===== config.mk =====
export PLATFORM = sky130hd
export DESIGN_NAME = ram_arbiter_flat
export DESIGN_NICKNAME = d
export VERILOG_FILES = /design/src/rtl/ram_arbiter_if.sv /design/src/rtl/ram_arbiter.sv /design/src/flat_wrapper.sv
export SDC_FILE = /design/constraint.sdc
export NUM_CORES = 1
export LEC_CHECK = 0
export ABC_AREA = 1
export CORE_ASPECT_RATIO = 2
export CORE_MARGIN = 3
export CORE_UTILIZATION = 49
export CTS_BUF_LIST = sky130_fd_sc_hd__clkbuf_8
export CTS_CLUSTER_DIAMETER = 150
export DETAILED_ROUTE_END_ITERATION = 8
export GPL_TIMING_DRIVEN = 0
export PLACE_DENSITY = 0.95
export SETUP_SLACK_MARGIN = 0.05
export SYNTH_ARGS = -nofsm -noshare
export SYNTH_HDL_FRONTEND = slang
export SYNTH_SLANG_ARGS = --single-unit

===== constraint.sdc =====
create_clock -name i_w_clk -period 6.6 [get_ports i_w_clk]
set_clock_uncertainty 0.2 [all_clocks]
set_input_delay 1.65 -clock i_w_clk [delete_from_list [all_inputs] [get_ports i_w_clk]]
set_output_delay 1.65 -clock i_w_clk [all_outputs]
set_load 0.1 [all_outputs]

===== src/rtl/ram_arbiter_if.sv =====
// Bus bundle for ram_arbiter: both requester handshakes plus the RAM-side strobes.
// The arbiter takes the slave view; requesters and the RAM model take the master view.
interface ram_arbiter_if #(
    parameter int unsigned p_data_width    = 16,
    parameter int unsigned p_address_width = 10
);
    logic                       i_w_req0;
    logic                       i_w_req1;
    logic                       i_w_we0;
    logic                       i_w_we1;
    logic [p_address_width-1:0] i_w_addr0;
    logic [p_address_width-1:0] i_w_addr1;
    logic [p_data_width-1:0]    i_w_wdata0;
    logic [p_data_width-1:0]    i_w_wdata1;
    logic                       o_w_ack0;
    logic                       o_w_ack1;
    logic [p_data_width-1:0]    o_w_rdata0;
    logic [p_data_width-1:0]    o_w_rdata1;
    logic [1:0]                 o_w_grant;
    logic                       o_w_ram_oe;
    logic                       o_w_ram_we;
    logic [p_address_width-1:0] o_w_ram_addr;
    logic [p_data_width-1:0]    o_w_ram_in;
    logic [p_data_width-1:0]    i_w_ram_out;

    modport slave (
        input  i_w_req0, i_w_req1, i_w_we0, i_w_we1,
        input  i_w_addr0, i_w_addr1, i_w_wdata0, i_w_wdata1,
        input  i_w_ram_out,
        output o_w_ack0, o_w_ack1, o_w_rdata0, o_w_rdata1, o_w_grant,
        output o_w_ram_oe, o_w_ram_we, o_w_ram_addr, o_w_ram_in
    );

    modport master (
        output i_w_req0, i_w_req1, i_w_we0, i_w_we1,
        output i_w_addr0, i_w_addr1, i_w_wdata0, i_w_wdata1,
        output i_w_ram_out,
        input  o_w_ack0, o_w_ack1, o_w_rdata0, o_w_rdata1, o_w_grant,
        input  o_w_ram_oe, o_w_ram_we, o_w_ram_addr, o_w_ram_in
    );
endinterface


===== src/rtl/ram_arbiter.sv =====
// Round-robin arbiter and access sequencer letting two requesters share the
// single-port cram; every output is registered or decoded from registered state.
module ram_arbiter #(
    parameter int unsigned p_data_width    = 16,
    parameter int unsigned p_address_width = 10,
    parameter int unsigned p_wait_states   = 0
) (
    input  logic             i_w_clk,
    input  logic             i_w_reset,
    ram_arbiter_if.slave     bus
);

    localparam logic [1:0] st_idle   = 2'd0;
    localparam logic [1:0] st_access = 2'd1;
    localparam logic [1:0] st_done   = 2'd2;

    localparam logic [3:0] wait_init = 4'(p_wait_states);

    logic [1:0]                 state_q, state_d;
    logic                       win_q, win_d;
    logic                       last_q, last_d;
    logic                       we_q, we_d;
    logic [p_address_width-1:0] addr_q, addr_d;
    logic [p_data_width-1:0]    wdata_q, wdata_d;
    logic [3:0]                 cnt_q, cnt_d;
    logic [1:0]                 grant_q, grant_d;
    logic [p_data_width-1:0]    rdata0_q, rdata0_d;
    logic [p_data_width-1:0]    rdata1_q, rdata1_d;

    logic take;
    logic take_idx;

    always_comb begin
        state_d  = state_q;
        win_d    = win_q;
        last_d   = last_q;
        we_d     = we_q;
        addr_d   = addr_q;
        wdata_d  = wdata_q;
        cnt_d    = cnt_q;
        grant_d  = grant_q;
        rdata0_d = rdata0_q;
        rdata1_d = rdata1_q;
        take     = 1'b0;
        take_idx = 1'b0;

        case (state_q)
            st_idle: begin
                if (bus.i_w_req0 || bus.i_w_req1) begin
                    take     = 1'b1;
                    take_idx = (bus.i_w_req0 && bus.i_w_req1) ? ~last_q : bus.i_w_req1;
                end
            end

            st_access: begin
                if (cnt_q == 4'd0) begin
                    state_d = st_done;
                    if (!we_q) begin
                        if (win_q) rdata1_d = bus.i_w_ram_out;
                        else       rdata0_d = bus.i_w_ram_out;
                    end
                end else begin
                    cnt_d = cnt_q - 4'd1;
                end
            end

            st_done: begin
                last_d  = win_q;
                state_d = st_idle;
                grant_d = '0;
                // The winner's req is still legally high during its ack, so only
                // the other requester may be chained straight into a new access.
                if (win_q ? bus.i_w_req0 : bus.i_w_req1) begin
                    take     = 1'b1;
                    take_idx = ~win_q;
                end
            end

            default: begin
                state_d = st_idle;
                grant_d = '0;
            end
        endcase

        if (take) begin
            state_d = st_access;
            win_d   = take_idx;
            we_d    = take_idx ? bus.i_w_we1    : bus.i_w_we0;
            addr_d  = take_idx ? bus.i_w_addr1  : bus.i_w_addr0;
            wdata_d = take_idx ? bus.i_w_wdata1 : bus.i_w_wdata0;
            cnt_d   = wait_init;
            grant_d = take_idx ? 2'b10 : 2'b01;
        end
    end

    always_ff @(posedge i_w_clk or posedge i_w_reset) begin
        if (i_w_reset) begin
            state_q  <= st_idle;
            win_q    <= 1'b0;
            last_q   <= 1'b1;
            we_q     <= 1'b0;
            addr_q   <= '0;
            wdata_q  <= '0;
            cnt_q    <= '0;
            grant_q  <= '0;
            rdata0_q <= '0;
            rdata1_q <= '0;
        end else begin
            state_q  <= state_d;
            win_q    <= win_d;
            last_q   <= last_d;
            we_q     <= we_d;
            addr_q   <= addr_d;
            wdata_q  <= wdata_d;
            cnt_q    <= cnt_d;
            grant_q  <= grant_d;
            rdata0_q <= rdata0_d;
            rdata1_q <= rdata1_d;
        end
    end

    logic in_access;
    logic in_done;

    assign in_access = (state_q == st_access);
    assign in_done   = (state_q == st_done);

    // Strobes and RAM address/data are gated by the state flop, so a reset
    // mid-access drops them asynchronously.
    assign bus.o_w_ram_we   = in_access & we_q;
    assign bus.o_w_ram_oe   = in_access & ~we_q;
    assign bus.o_w_ram_addr = in_access ? addr_q : '0;
    assign bus.o_w_ram_in   = (in_access && we_q) ? wdata_q : '0;

    assign bus.o_w_ack0   = in_done & ~win_q;
    assign bus.o_w_ack1   = in_done & win_q;
    assign bus.o_w_grant  = grant_q;
    assign bus.o_w_rdata0 = rdata0_q;
    assign bus.o_w_rdata1 = rdata1_q;

endmodule

===== src/flat_wrapper.sv =====
// flat-port wrapper written by rule: the top's interface ports become plain ports
module ram_arbiter_flat 
#(
    parameter int unsigned p_data_width    = 16,
    parameter int unsigned p_address_width = 10,
    parameter int unsigned p_wait_states   = 0
)
  (i_w_clk, i_w_reset, bus_i_w_req0, bus_i_w_req1, bus_i_w_we0, bus_i_w_we1, bus_i_w_addr0, bus_i_w_addr1, bus_i_w_wdata0, bus_i_w_wdata1, bus_i_w_ram_out, bus_o_w_ack0, bus_o_w_ack1, bus_o_w_rdata0, bus_o_w_rdata1, bus_o_w_grant, bus_o_w_ram_oe, bus_o_w_ram_we, bus_o_w_ram_addr, bus_o_w_ram_in);
  ram_arbiter_if #(.p_data_width(p_data_width), .p_address_width(p_address_width)) bus_i ();
  input  logic i_w_clk;
  input  logic i_w_reset;
  input wire logic [$bits(bus_i.i_w_req0)-1:0] bus_i_w_req0;
  input wire logic [$bits(bus_i.i_w_req1)-1:0] bus_i_w_req1;
  input wire logic [$bits(bus_i.i_w_we0)-1:0] bus_i_w_we0;
  input wire logic [$bits(bus_i.i_w_we1)-1:0] bus_i_w_we1;
  input wire logic [$bits(bus_i.i_w_addr0)-1:0] bus_i_w_addr0;
  input wire logic [$bits(bus_i.i_w_addr1)-1:0] bus_i_w_addr1;
  input wire logic [$bits(bus_i.i_w_wdata0)-1:0] bus_i_w_wdata0;
  input wire logic [$bits(bus_i.i_w_wdata1)-1:0] bus_i_w_wdata1;
  input wire logic [$bits(bus_i.i_w_ram_out)-1:0] bus_i_w_ram_out;
  output wire logic [$bits(bus_i.o_w_ack0)-1:0] bus_o_w_ack0;
  output wire logic [$bits(bus_i.o_w_ack1)-1:0] bus_o_w_ack1;
  output wire logic [$bits(bus_i.o_w_rdata0)-1:0] bus_o_w_rdata0;
  output wire logic [$bits(bus_i.o_w_rdata1)-1:0] bus_o_w_rdata1;
  output wire logic [$bits(bus_i.o_w_grant)-1:0] bus_o_w_grant;
  output wire logic [$bits(bus_i.o_w_ram_oe)-1:0] bus_o_w_ram_oe;
  output wire logic [$bits(bus_i.o_w_ram_we)-1:0] bus_o_w_ram_we;
  output wire logic [$bits(bus_i.o_w_ram_addr)-1:0] bus_o_w_ram_addr;
  output wire logic [$bits(bus_i.o_w_ram_in)-1:0] bus_o_w_ram_in;
  assign bus_i.i_w_req0 = bus_i_w_req0;
  assign bus_i.i_w_req1 = bus_i_w_req1;
  assign bus_i.i_w_we0 = bus_i_w_we0;
  assign bus_i.i_w_we1 = bus_i_w_we1;
  assign bus_i.i_w_addr0 = bus_i_w_addr0;
  assign bus_i.i_w_addr1 = bus_i_w_addr1;
  assign bus_i.i_w_wdata0 = bus_i_w_wdata0;
  assign bus_i.i_w_wdata1 = bus_i_w_wdata1;
  assign bus_i.i_w_ram_out = bus_i_w_ram_out;
  assign bus_o_w_ack0 = bus_i.o_w_ack0;
  assign bus_o_w_ack1 = bus_i.o_w_ack1;
  assign bus_o_w_rdata0 = bus_i.o_w_rdata0;
  assign bus_o_w_rdata1 = bus_i.o_w_rdata1;
  assign bus_o_w_grant = bus_i.o_w_grant;
  assign bus_o_w_ram_oe = bus_i.o_w_ram_oe;
  assign bus_o_w_ram_we = bus_i.o_w_ram_we;
  assign bus_o_w_ram_addr = bus_i.o_w_ram_addr;
  assign bus_o_w_ram_in = bus_i.o_w_ram_in;
  ram_arbiter #(.p_data_width(p_data_width), .p_address_width(p_address_width), .p_wait_states(p_wait_states)) u_core (.i_w_clk(i_w_clk), .i_w_reset(i_w_reset), .bus(bus_i));
endmodule

==> key figures <==
Global route
  • First-pass GRT wire length: 15.7 mm
  • Vias in the first global route: 3,499
  • Grt ovf: 0
  • All-Layer GR Usage: 24.4%
  • Largest net degree at the start of global routing: 40
  • Initial antenna violation count: 0

Route
  • 1st-pass router iterations: 4
  • DR WL/cell: 13.6 µm
  • Antenna Violating Nets Remaining: 0
  • Initial DRC Count: 181
  • Via Count: 3,506
  • Via density: 4.94
  • DRC errors left: 0
  • Final wirelength: 9.63 mm

Layout
  • Final Net Count: 691
  • Share of layout cells above drive strength 1: 9.35%
  • Commonest cells after routing, fill and taps aside: nand2_1, clkdlybuf4s50_1, inv_1, dfrtp_1, nand3_1
  • Most common cell after layout, fill and taps aside: nand2_1
  • Ant diodes: 0
  • Cell area after layout: 5230 µm²
  • Area Overhead vs Synth: 48.7%
  • Final core occ: 75.4%
  • Fillers: 487

STA
  • Setup ws final: 1890 ps
  • Max-slew violations: 0
  • Crit share post-route: 71.4%
  • Final-report setup violation count: 0
  • Fmax: 0.212 GHz
  • Tmin final: 4710 ps
  • Relative slew slack: 33.3%
  • RSZ-0062 raised after global routing: no
  • Final TNS setup: 0 ps
  • Final hold violation count: 0
  • Slew @ Worst Pin: 998 ps

Clock network
  • Insertion delay to the later sink of the worst-skew pair: 340 ps
  • Clock tree buffer depth: 2
  • # resized after CTS: 0
  • Total CTS buffers: 9
  • Root Buffer: clkbuf_8
  • CTS tree: yes
  • CTS hold repair buffers: 0
  • Setup Fix Bufs, Post-CTS: 0
  • CTS sink count: 69
  • Htree depth: 3
  • Clock Pin Slew Worst Setup and Hold Paths: 70 ps

Synthesis
  • Most used DFF post-synth: dfrtp_1
  • Syn_area_per_cell: 7.55 µm²
  • Syn Inst Count: 466
  • Mapped Nets: 542
  • Flops & latches, synth: 69
  • Syn Std Cell Area: 3520 µm²
  • Register area share after synthesis: 49.1%
  • Yosys warnings: 0
  • Async SR Flop Fraction: 100%
  • Synth cell types: 26
  • EDFF count, synth: 0

Place
  • Place WS: 2250 ps
  • DPL Wire Length: 7.71 mm
  • Port Buffer Count: 137
  • Routability-driven placement congestion ratio: 0.806
  • Cell Area, Placed: 5020 µm²

Worst setup path
  • Startpoint class of the critical path: flip-flop
  • Crit path kind: reg2out
  • CP required: 4750 ps
  • Crit. End Element: primary output
  • Worst EP arrival: 2860 ps
  • CP max FO: 10
  • Depth of the most critical reg-to-reg path: 8
  • Critical Path Start: u_core.state_q[1]
  • Worst r2r src: u_core.cnt_q[0]

Min path
  • Worst hold path stage count: 2
  • Hold Path Origin: u_core.bus.o_w_rdata1[14]
  • Hold crit path type: reg2reg

Floorplan
  • Core box area: 6940 µm²
  • Initial Util: 50.7%
  • # rows: 43
  • DIE WIDTH: 65.9 µm
  • Die Area: 8300 µm²
  • # IOs: 138
  • Die Y: 126 µm

Status
  • Status: complete, no violations

Run
  • Max-Cap Viols: 0
-- layout make-up --
type	count	area (µm²)	area share, %
flip-flops and latches	69	1730	33.0
clock inverters	4	45.0	0.861
multi-input cells	300	1370	26.2
clock buffers	12	165	3.16
well taps	90	113	2.15
inverters	76	285	5.45
repair buffers	138	1390	26.6
plain buffers	21	134	2.56
-- through the flow --
stage	hold slack, ps	std cells
2_1_floorplan	249	466
3_3_place_gp	262	693
3_5_place_dp	267	694
4_1_cts	283	710
5_1_grt	302	710
6_report	277	710
-- kinds of logic (layout without fill, tap and decap cells) --
logic type | Yosys count | count (layout) | synth area share (%)
buffers and inverters | 97 | 251 | 11.9
adders and majority gates | 2 | 2 | 0.711
DFF | 69 | 69 | 49.1
and+or+nand+nor | 263 | 263 | 33.1
xor gates and xnor gates | 1 | 1 | 0.249
AOI/OAI and AO/OA | 34 | 34 | 4.94
-- metal layers --
metal | vias up | track usage, % | part of all wire, %
li1 | 1716 | - | -
met1 | 1621 | 24.1 | 34
met4 | 0 | 9.10 | 1.2
met2 | 155 | 46.7 | 58
met5 | - | 0 | 0
met3 | 14 | 5.89 | 6.9
-- path summary, 6_finish.rpt --
check,to,slack [ps]
max in group asynchronous,u_core.last_q,4000
setup reg to reg,u_core.bus.o_w_rdata1[6],4830
setup / recovery,bus_o_w_ram_in[11],1890
min in group asynchronous,u_core.bus.o_w_rdata0[2],1520
hold reg to reg,u_core.bus.o_w_rdata1[14],280
hold / removal,u_core.bus.o_w_rdata1[14],280
-- worst max-delay path, cell delays in order (launching register included) --
cell and delay (ps):
dfrtp_1 410, inv_2 140, nand2_4 100, inv_2 110, nand2_1 220, buf_2 270, nor2_1 110, clkdlybuf4s50_1 1160
-- sequential cells by signal, summed over array words and instances, names as in the netlist, 2 cells and up --
name	count
u_core.bus.o_w_rdata0	16
u_core.cnt_q	4
u_core.addr_q	10
u_core.bus.o_w_grant	2
u_core.state_q	2
u_core.bus.o_w_rdata1	16
u_core.wdata_q	16
-- cells in the mapped netlist, drive strengths merged, types with 2 or more instances --
master	n	area share [%]
ha	2	0.71
clkbuf	2	0.21
nand2	165	19
dfrtp	68	48
buf	19	3.6
inv	76	8.1
o21ai	33	4.8
nand3	54	8.2
nor2	42	5.8
Power is left out: the tool's default activity adds up to more than one toggle a clock period on the data nets, which glitch-free logic cannot reach.
